--- config.mk ---
export PLATFORM = sky130hd
export DESIGN_NAME = gray_sweep_ctrl
export DESIGN_NICKNAME = d
export VERILOG_FILES = /design/src/rtl/gray_pkg.sv /design/src/rtl/gray_step_unit.sv /design/src/rtl/gray_sweep_ctrl.sv
export SDC_FILE = /design/constraint.sdc
export NUM_CORES = 1
export LEC_CHECK = 0
export ABC_AREA = 1
export BUFFER_PORTS_ARGS = -buffer_cell sky130_fd_sc_hd__buf_2
export CAP_MARGIN = 20
export CORE_MARGIN = 2
export CORE_UTILIZATION = 40
export CTS_CLUSTER_SIZE = 12
export DETAILED_ROUTE_END_ITERATION = 8
export PLACE_DENSITY_LB_ADDON = 0.1
export SLEW_MARGIN = 20
export SYNTH_ARGS = -nofsm -noshare
export SYNTH_HDL_FRONTEND = slang
export SYNTH_SLANG_ARGS = --single-unit
--- constraint.sdc ---
create_clock -name clk -period 1.71 [get_ports clk]
set_clock_uncertainty 0.2 [all_clocks]
set_input_delay 0.171 -clock clk [delete_from_list [all_inputs] [get_ports clk]]
set_output_delay 0.171 -clock clk [all_outputs]
set_load 0.05 [all_outputs]
--- src/rtl/gray_pkg.sv ---
// gray_pkg: shared FSM encodings, mode/dir constants and Gray helpers for the sweep controller
package gray_pkg;
  typedef logic [1:0] state_t;
  localparam state_t ST_IDLE = 2'd0;
  localparam state_t ST_RUN  = 2'd1;
  localparam state_t ST_DONE = 2'd2;
  localparam logic MODE_ONESHOT = 1'b0;
  localparam logic MODE_CONT    = 1'b1;
  localparam logic DIR_UP       = 1'b0;
  localparam logic DIR_DOWN     = 1'b1;
  function automatic logic [31:0] bin2gray(input logic [31:0] b);
    return b ^ (b >> 1);
  endfunction
  function automatic logic is_onehot(input logic [31:0] v);
    return (v != 32'd0) && ((v & (v - 32'd1)) == 32'd0);
  endfunction
endpackage

--- src/rtl/gray_step_unit.sv ---
// gray_step_unit: next binary code (inc/dec with reload at terminal) and terminal detect
module gray_step_unit import gray_pkg::*; #(
  parameter int WIDTH = 4
) (
  input  logic [WIDTH-1:0] bin,
  input  logic             dir,
  output logic [WIDTH-1:0] next_bin,
  output logic             terminal
);
  logic [WIDTH-1:0] start_val;
  always_comb begin
    start_val = (dir == DIR_DOWN) ? '1 : '0;
    terminal  = (bin == ((dir == DIR_DOWN) ? '0 : '1));
    next_bin  = terminal ? start_val : ((dir == DIR_DOWN) ? bin - WIDTH'(1) : bin + WIDTH'(1));
  end
endmodule

--- src/rtl/gray_sweep_ctrl.sv ---
// gray_sweep_ctrl: binary/Gray code sweep source on a valid/ready stream; GRAY_SWEEP_CHECK_EN adds check_err
module gray_sweep_ctrl import gray_pkg::*; #(
  parameter int WIDTH = 4
) (
  input  logic             clk,
  input  logic             rst_n,
  input  logic             start,
  input  logic             stop,
  input  logic             mode,
  input  logic             dir,
  output logic             out_valid,
  input  logic             out_ready,
  output logic [WIDTH-1:0] bin,
  output logic [WIDTH-1:0] gray,
  output logic             busy,
`ifdef GRAY_SWEEP_CHECK_EN
  output logic             check_err,
`endif
  output logic             done
);
  state_t           state_q, state_d;
  logic [WIDTH-1:0] bin_q, bin_d, next_bin;
  logic             mode_q, mode_d, dir_q, dir_d, terminal, xfer, start_acc;
  gray_step_unit #(.WIDTH(WIDTH)) u_step (
    .bin      (bin_q),
    .dir      (dir_q),
    .next_bin (next_bin),
    .terminal (terminal)
  );
  assign out_valid = (state_q == ST_RUN);
  assign busy      = out_valid;
  assign done      = (state_q == ST_DONE);
  assign bin       = bin_q;
  assign gray      = WIDTH'(bin2gray(32'(bin_q)));
  assign xfer      = out_valid & out_ready;
  assign start_acc = (state_q == ST_IDLE) & start;
  // stop beats stepping: a same-cycle transfer is delivered but bin keeps its value
  always_comb begin
    state_d = state_q;
    bin_d   = bin_q;
    mode_d  = mode_q;
    dir_d   = dir_q;
    if (start_acc) begin
      state_d = ST_RUN;
      mode_d  = mode;
      dir_d   = dir;
      bin_d   = (dir == DIR_DOWN) ? '1 : '0;
    end else if (state_q == ST_RUN) begin
      if (stop) state_d = ST_IDLE;
      else if (xfer && terminal && mode_q == MODE_ONESHOT) state_d = ST_DONE;
      else if (xfer) bin_d = next_bin;
    end else if (state_q == ST_DONE) begin
      state_d = ST_IDLE;
    end
  end
  always_ff @(posedge clk or negedge rst_n) begin
    if (!rst_n) begin
      state_q <= ST_IDLE;
      bin_q   <= '0;
      mode_q  <= MODE_ONESHOT;
      dir_q   <= DIR_UP;
    end else begin
      state_q <= state_d;
      bin_q   <= bin_d;
      mode_q  <= mode_d;
      dir_q   <= dir_d;
    end
  end
`ifdef GRAY_SWEEP_CHECK_EN
  logic [WIDTH-1:0] last_gray_q, last_gray_d;
  logic             have_last_q, have_last_d, check_err_q, check_err_d;
  always_comb begin
    last_gray_d = xfer ? gray : last_gray_q;
    have_last_d = start_acc ? 1'b0 : (have_last_q | xfer);
    check_err_d = start_acc ? 1'b0 :
                  (check_err_q | (xfer & have_last_q & !is_onehot(32'(gray ^ last_gray_q))));
  end
  always_ff @(posedge clk or negedge rst_n) begin
    if (!rst_n) begin
      last_gray_q <= '0;
      have_last_q <= 1'b0;
      check_err_q <= 1'b0;
    end else begin
      last_gray_q <= last_gray_d;
      have_last_q <= have_last_d;
      check_err_q <= check_err_d;
    end
  end
  assign check_err = check_err_q;
`endif
endmodule

==> flow_metrics.env, run 1 <==
export IMPL_outcome="finished with violations"
export IMPL_failed_checks="setup timing"
export IMPL_synth_cell_types=20
export IMPL_syn_inst=88
export IMPL_avgRoutedWirePerCell_um=11.1
export IMPL_hold_path_class="input port to flip-flop"
export IMPL_grt_pass1_wl_um=2610
export IMPL_period_share=1.00
export IMPL_slew_violations=0
export IMPL_netlist_top_cells_area="dfrtp_1, nand2_1, ha_1"
export IMPL_synth_ff_latch_count=8
export IMPL_path_clk_slew_ns=0.06
export IMPL_synth_largest_area_cell="dfrtp_1"
export IMPL_grt_pass1_vias=628
export IMPL_grtUsageTotal=0.186
export IMPL_clockRootBuffer="clkbuf_4"
export IMPL_synth_common_cells="nand2_1, inv_1, dfrtp_1"
export IMPL_dp_hpwl_um=1190
export IMPL_layout_setup_ws_ns=-0.00425
export IMPL_wirelength_um=1530
export IMPL_ys_seq_area_frac=0.304
export IMPL_min_period_ns=1.71
export IMPL_drt_iter0_drc=5
export IMPL_r2r_slack_ns=-0.004
export IMPL_synth_edf_count=0
export IMPL_synth_top_family_by_area="simple AND/OR/NAND/NOR gates"
export IMPL_setup_viol=2
export IMPL_num_io_pins=18
export IMPL_async_reset_ff_frac=1.00
export IMPL_fp_dieH_um=44.6
export IMPL_criticalPathCategory="flip-flop to flip-flop"
export IMPL_synth_xor_area_frac=0.0532
export IMPL_drt_first_pass_iters=4
export IMPL_place_gp_congestion=0.866
export IMPL_arrival_ns=1.66
export IMPL_antenna_found_initial=0
export IMPL_grt_start_max_net_pins=9
export IMPL_port_buffers=17
export IMPL_die_area_um2=1990
export IMPL_synth_top_area_share=0.304
export IMPL_clock_path_buffers=2
export IMPL_cts_tree="yes"
export IMPL_synth_warnings=0
export IMPL_finalNonFillerCells=138
export IMPL_place_inst=129
export IMPL_htreeDepth=1
export IMPL_insertion_delay_ns=0.26
export IMPL_fmax_ghz=0.583
export IMPL_diodes=0
export IMPL_area_growth_pct=47.0
export IMPL_rsz0062_at_grt="true"
export IMPL_vias_per_cell=4.77
export IMPL_critPathRequiredTime_ns=1.65
export IMPL_initial_core_util=0.432
export IMPL_die_x_um=44.6
export IMPL_drive_above_1_share=0.443
export IMPL_syn_area_per_cell_um2=7.48
export IMPL_cts_buffers=3
export IMPL_muxShareOfSynthArea=0
export IMPL_synthAdderAreaFrac=0.125
export IMPL_core_region_area_um2=1520
export IMPL_clkSinkCount=8
export IMPL_row_count=14
export IMPL_ant_nets=0
export IMPL_fill_cells=144
export IMPL_globalRouteOverflowTotal=0
export IMPL_hold_slack_ns=0.0182
export IMPL_yosysMostFrequentCell="nand2_1"
export IMPL_worst_setup_path_start_kind="flip-flop"
export IMPL_finalHoldViolCount=0
export IMPL_layout_nets=136
export IMPL_synth_compound_area_share=0.0894
export IMPL_drv_cap=0
export IMPL_cp_end_kind="flip-flop"
export IMPL_worstMarginPinSlew_ns=0.234
export IMPL_worstPathMaxFanout=5
export IMPL_syn_nets=101
export IMPL_synth_simple_area_share=0.337
export IMPL_vias=658
export IMPL_synth_ff_type="dfrtp_1"
export IMPL_relSlewSlack=0.844
export IMPL_syn_area_um2=658
export IMPL_drcViolationCount=0
export IMPL_detailedPlace_worstSlack_ns=-0.0241
path summary, 6_finish.rpt:
path	startpoint	endpoint	cells after the start
setup / recovery	bin[2]$_DFFE_PN0P_	bin[2]$_DFFE_PN0P_	8
hold / removal	start	state_q[0]$_DFFE_PN0P_	3
min in group asynchronous	rst_n	bin[2]$_DFFE_PN0P_	2
setup reg to reg	bin[2]$_DFFE_PN0P_	bin[2]$_DFFE_PN0P_	8
hold reg to reg	mode_q$_DFFE_PN0P_	mode_q$_DFFE_PN0P_	2
max in group asynchronous	rst_n	bin[0]$_DFFE_PN0P_	2
metal layers:
| layer | wire length (um) | global-route usage |
|---|---|---|
| met1 | 787 | 0.261 |
| met5 | 0 | 0 |
| met3 | 37 | 0.0245 |
| met2 | 667 | 0.270 |
| met4 | 32 | 0.109 |
cell families after synthesis:
kind of cell,Yosys count
buffers and inverters,14
adder cells (fa/ha/maj),6
AND/OR/NAND/NOR,45
flip-flops,8
AO/OA/AOI/OAI,11
XOR/XNOR,4
placed cells by master, fill, tap and decap left out, types with 2 or more instances in the layout:
cell type	count
ha_1	2
buf_2	16
inv_1	11
buf_4	13
xor2_1	2
nor2_1	5
a21oi_1	5
ha_4	3
nand3_2	3
dfrtp_1	4
o21ai_1	2
nor2_4	2
clkbuf_4	3
o21ai_0	3
nor2_2	3
dlygate4sd3_1	3
nand3_1	5
dfrtp_2	3
nand2_1	23
nand2_4	2
timing repair:
item                                    CTS  global route
gates resized for setup                   2             3
hold buffers                              3             0
buffers inserted                          2             0
hold endpoints to repair                 10             0
endpoints found under the setup margin    4             7
pin swaps                                 0             0
per-stage QoR:
step                utilization  setup TNS [ns]  instance area (um2)
floorplan                     -          -0.191                  719
global placement          0.580         -0.0191                  885
detailed placement        0.580         -0.0662                  885
CTS                       0.631        -0.00272                  962
global route              0.635          -0.361                  967
finish                    0.635        -0.00802                  967
state kept, by name, indices dropped and copies added (netlist names):
register  cells
bin           4
dir_q         1
mode_q        1
state_q       2
worst max-delay path, stage by stage, from the launching register on:
cell     delay (ns)
dfrtp_4        0.49
ha_4           0.30
nand2_4        0.05
nor2_4         0.14
nand3_2        0.10
nand3_2        0.09
nand2_4        0.07
nor2_1         0.10
a21oi_1        0.05
final cells by class:
type	instances	area [um2]	area share
clock buffers	4	26.3	0.0272
inverters	12	45.0	0.0466
multi-input cells	66	460	0.476
flip-flops and latches	8	208	0.215
well taps	16	20.0	0.0207
repair buffers	32	208	0.215
Power of run 1 is left out: the tool's default activity adds up to more than one toggle a clock period on the data nets, which glitch-free logic cannot reach.
==> run 2: changes to the inputs <==
--- a/config.mk
+++ b/config.mk
@@ -9,7 +9,7 @@
 export BUFFER_PORTS_ARGS = -buffer_cell sky130_fd_sc_hd__buf_2
 export CAP_MARGIN = 20
 export CORE_MARGIN = 2
-export CORE_UTILIZATION = 40
+export CORE_UTILIZATION = 45
 export CTS_CLUSTER_SIZE = 12
 export DETAILED_ROUTE_END_ITERATION = 8
 export PLACE_DENSITY_LB_ADDON = 0.1
==> flow_metrics.env, run 2 (same netlist as run 1, synthesis figures left out) <==
export IMPL_outcome="complete, no violations"
export IMPL_drcViolationCount=0
export IMPL_layout_nets=134
export IMPL_critPathMaxStageDelay_ns=0.49
export IMPL_row_count=13
export IMPL_clkSinkCount=8
export IMPL_hold_path_startpoint="start"
export IMPL_regArea_um2=206
export IMPL_crit_buf_inv=0
export IMPL_critPathRequiredTime_ns=1.64
export IMPL_globalRouteOverflowTotal=0
export IMPL_hold_path_class="input port to flip-flop"
export IMPL_globalRoute_busiestLayer="met2"
export IMPL_reg2reg_depth=8
export IMPL_htreeDepth=1
export IMPL_grt_pass1_wl_um=2610
export IMPL_r2r_start="bin[2]$_DFFE_PN0P_"
export IMPL_die_area_um2=1780
export IMPL_die_x_um=42.2
export IMPL_min_to="state_q[0]$_DFFE_PN0P_"
export IMPL_wirelength_um=1620
export IMPL_cts_buffers=3
export IMPL_met1_usage=0.245
export IMPL_grtUsageTotal=0.190
export IMPL_reg2reg_to="bin[3]$_DFFE_PN0P_"
export IMPL_avgRoutedWirePerCell_um=12.0
export IMPL_worstPathMaxFanout=5
export IMPL_vias_per_cell=4.86
export IMPL_setup_viol=0
export IMPL_worstMarginPinSlew_ns=0.240
export IMPL_drive_above_1_share=0.442
export IMPL_grt_pass1_vias=645
export IMPL_num_io_pins=18
export IMPL_initial_core_util=0.493
export IMPL_fill_cells=110
export IMPL_clockRootBuffer="clkbuf_4"
export IMPL_largest_reg_flops=4
export IMPL_worst_setup_path_start_kind="flip-flop"
export IMPL_ant_nets=0
export IMPL_layout_commonest_cell="nand2_1"
export IMPL_drt_first_pass_iters=2
export IMPL_r2r_slack_ns=0.001
export IMPL_grtUsageMet3=0.0129
export IMPL_insertion_delay_ns=0.25
export IMPL_grt_use_met2=0.326
export IMPL_finalSetupTns_ns=0
export IMPL_antenna_found_initial=0
export IMPL_worstPathCellList="ha_4 > nand2_4 > nor2_4 > nand3_2 > nand3_2 > nand2_4 > nor2_2 > a21oi_2"
export IMPL_drt_iter0_drc=5
export IMPL_hold_depth=3
export IMPL_grt_start_max_net_pins=9
export IMPL_place_gp_congestion=0.846
export IMPL_cpLargestDelayFamily="simple AND/OR/NAND/NOR gates"
export IMPL_dp_hpwl_um=1310
export IMPL_finalHoldViolCount=0
export IMPL_fp_dieH_um=42.2
export IMPL_diodes=0
export IMPL_path_clk_slew_ns=0.06
export IMPL_area_growth_pct=44.9
export IMPL_min_period_ns=1.71
export IMPL_cp_end_kind="flip-flop"
export IMPL_core_region_area_um2=1330
export IMPL_cpMaxStageDelayCell="dfrtp_4"
export IMPL_rsz0062_at_grt="true"
export IMPL_multi_input_area_um2=467
export IMPL_drv_cap=0
export IMPL_criticalPathCategory="flip-flop to flip-flop"
export IMPL_arrival_ns=1.64
export IMPL_vias=656
export IMPL_cts_tree="yes"
export IMPL_clock_path_buffers=2
export IMPL_relSlewSlack=0.839
export IMPL_mostFrequentLayoutCells="nand2_1, buf_2, inv_1"
export IMPL_period_share=0.999
export IMPL_slew_violations=0
export IMPL_fmax_ghz=0.585
export IMPL_port_buffers=17
-- run 2: cell type report --
class	count	area share
clock buffer	4	0.0276
inverter	12	0.0472
multi-input combinational	66	0.490
sequential	8	0.217
tap	15	0.0197
timing repair buffer	30	0.199
-- run 2: what timing repair did --
action                     in CTS  in global routing
resized for setup               3                  1
hold endpoints to repair       10                  0
cloned                          0                  0
setup buffers                   1                  0
hold buffers                    3                  0
pin swaps                       3                  1
setup endpoints to repair       3                  6
-- run 2: worst register-to-register path: cells and delay by family, from the launching register on --
kind                     cells  cell delay [ns]
AO/OA/AOI/OAI                1             0.04
AND/OR/NAND/NOR              6             0.55
flip-flops                   1             0.49
adder cells (fa/ha/maj)      1             0.31
-- run 2: through the flow --
| step | instances | area [um2] | hold slack [ns] | utilization | setup WS, ns |
|---|---|---|---|---|---|
| after detailed placement | 127 | 876 | -0.178 | 0.657 | -0.0234 |
| final | 135 | 953 | 0.0245 | 0.715 | 0.00122 |
| after CTS | 135 | 950 | 0.0238 | 0.712 | -0.0242 |
| after floorplan | 88 | 719 | -0.325 | - | -0.0428 |
| after global placement | 127 | 876 | -0.181 | 0.657 | -0.000454 |
| after global routing | 135 | 953 | 0.0508 | 0.715 | -0.0938 |
-- run 2: worst max-delay path by stage --
stage,endpoint,slack (ns),start,cells after the start
finish,bin[3]$_DFFE_PN0P_,0.001,bin[2]$_DFFE_PN0P_,8
global route,bin[3]$_DFFE_PN0P_,-0.09,bin[2]$_DFFE_PN0P_,8
global placement,bin[1]$_DFFE_PN0P_,-0.0005,bin[2]$_DFFE_PN0P_,8
detailed placement,bin[3]$_DFFE_PN0P_,-0.02,bin[2]$_DFFE_PN0P_,8
floorplan,bin[3]$_DFFE_PN0P_,-0.04,bin[2]$_DFFE_PN0P_,8
CTS,bin[3]$_DFFE_PN0P_,-0.02,bin[2]$_DFFE_PN0P_,8
-- run 2: per-layer routing --
layer  share of wire  vias up  routed length (um)
li1                -      340                   -
met2            0.49       12                 794
met3           0.026        0                  42
met1            0.48      304                 777
met5               0        -                   0
met4               0        0                   0
Power of run 2 is left out for the same reason.
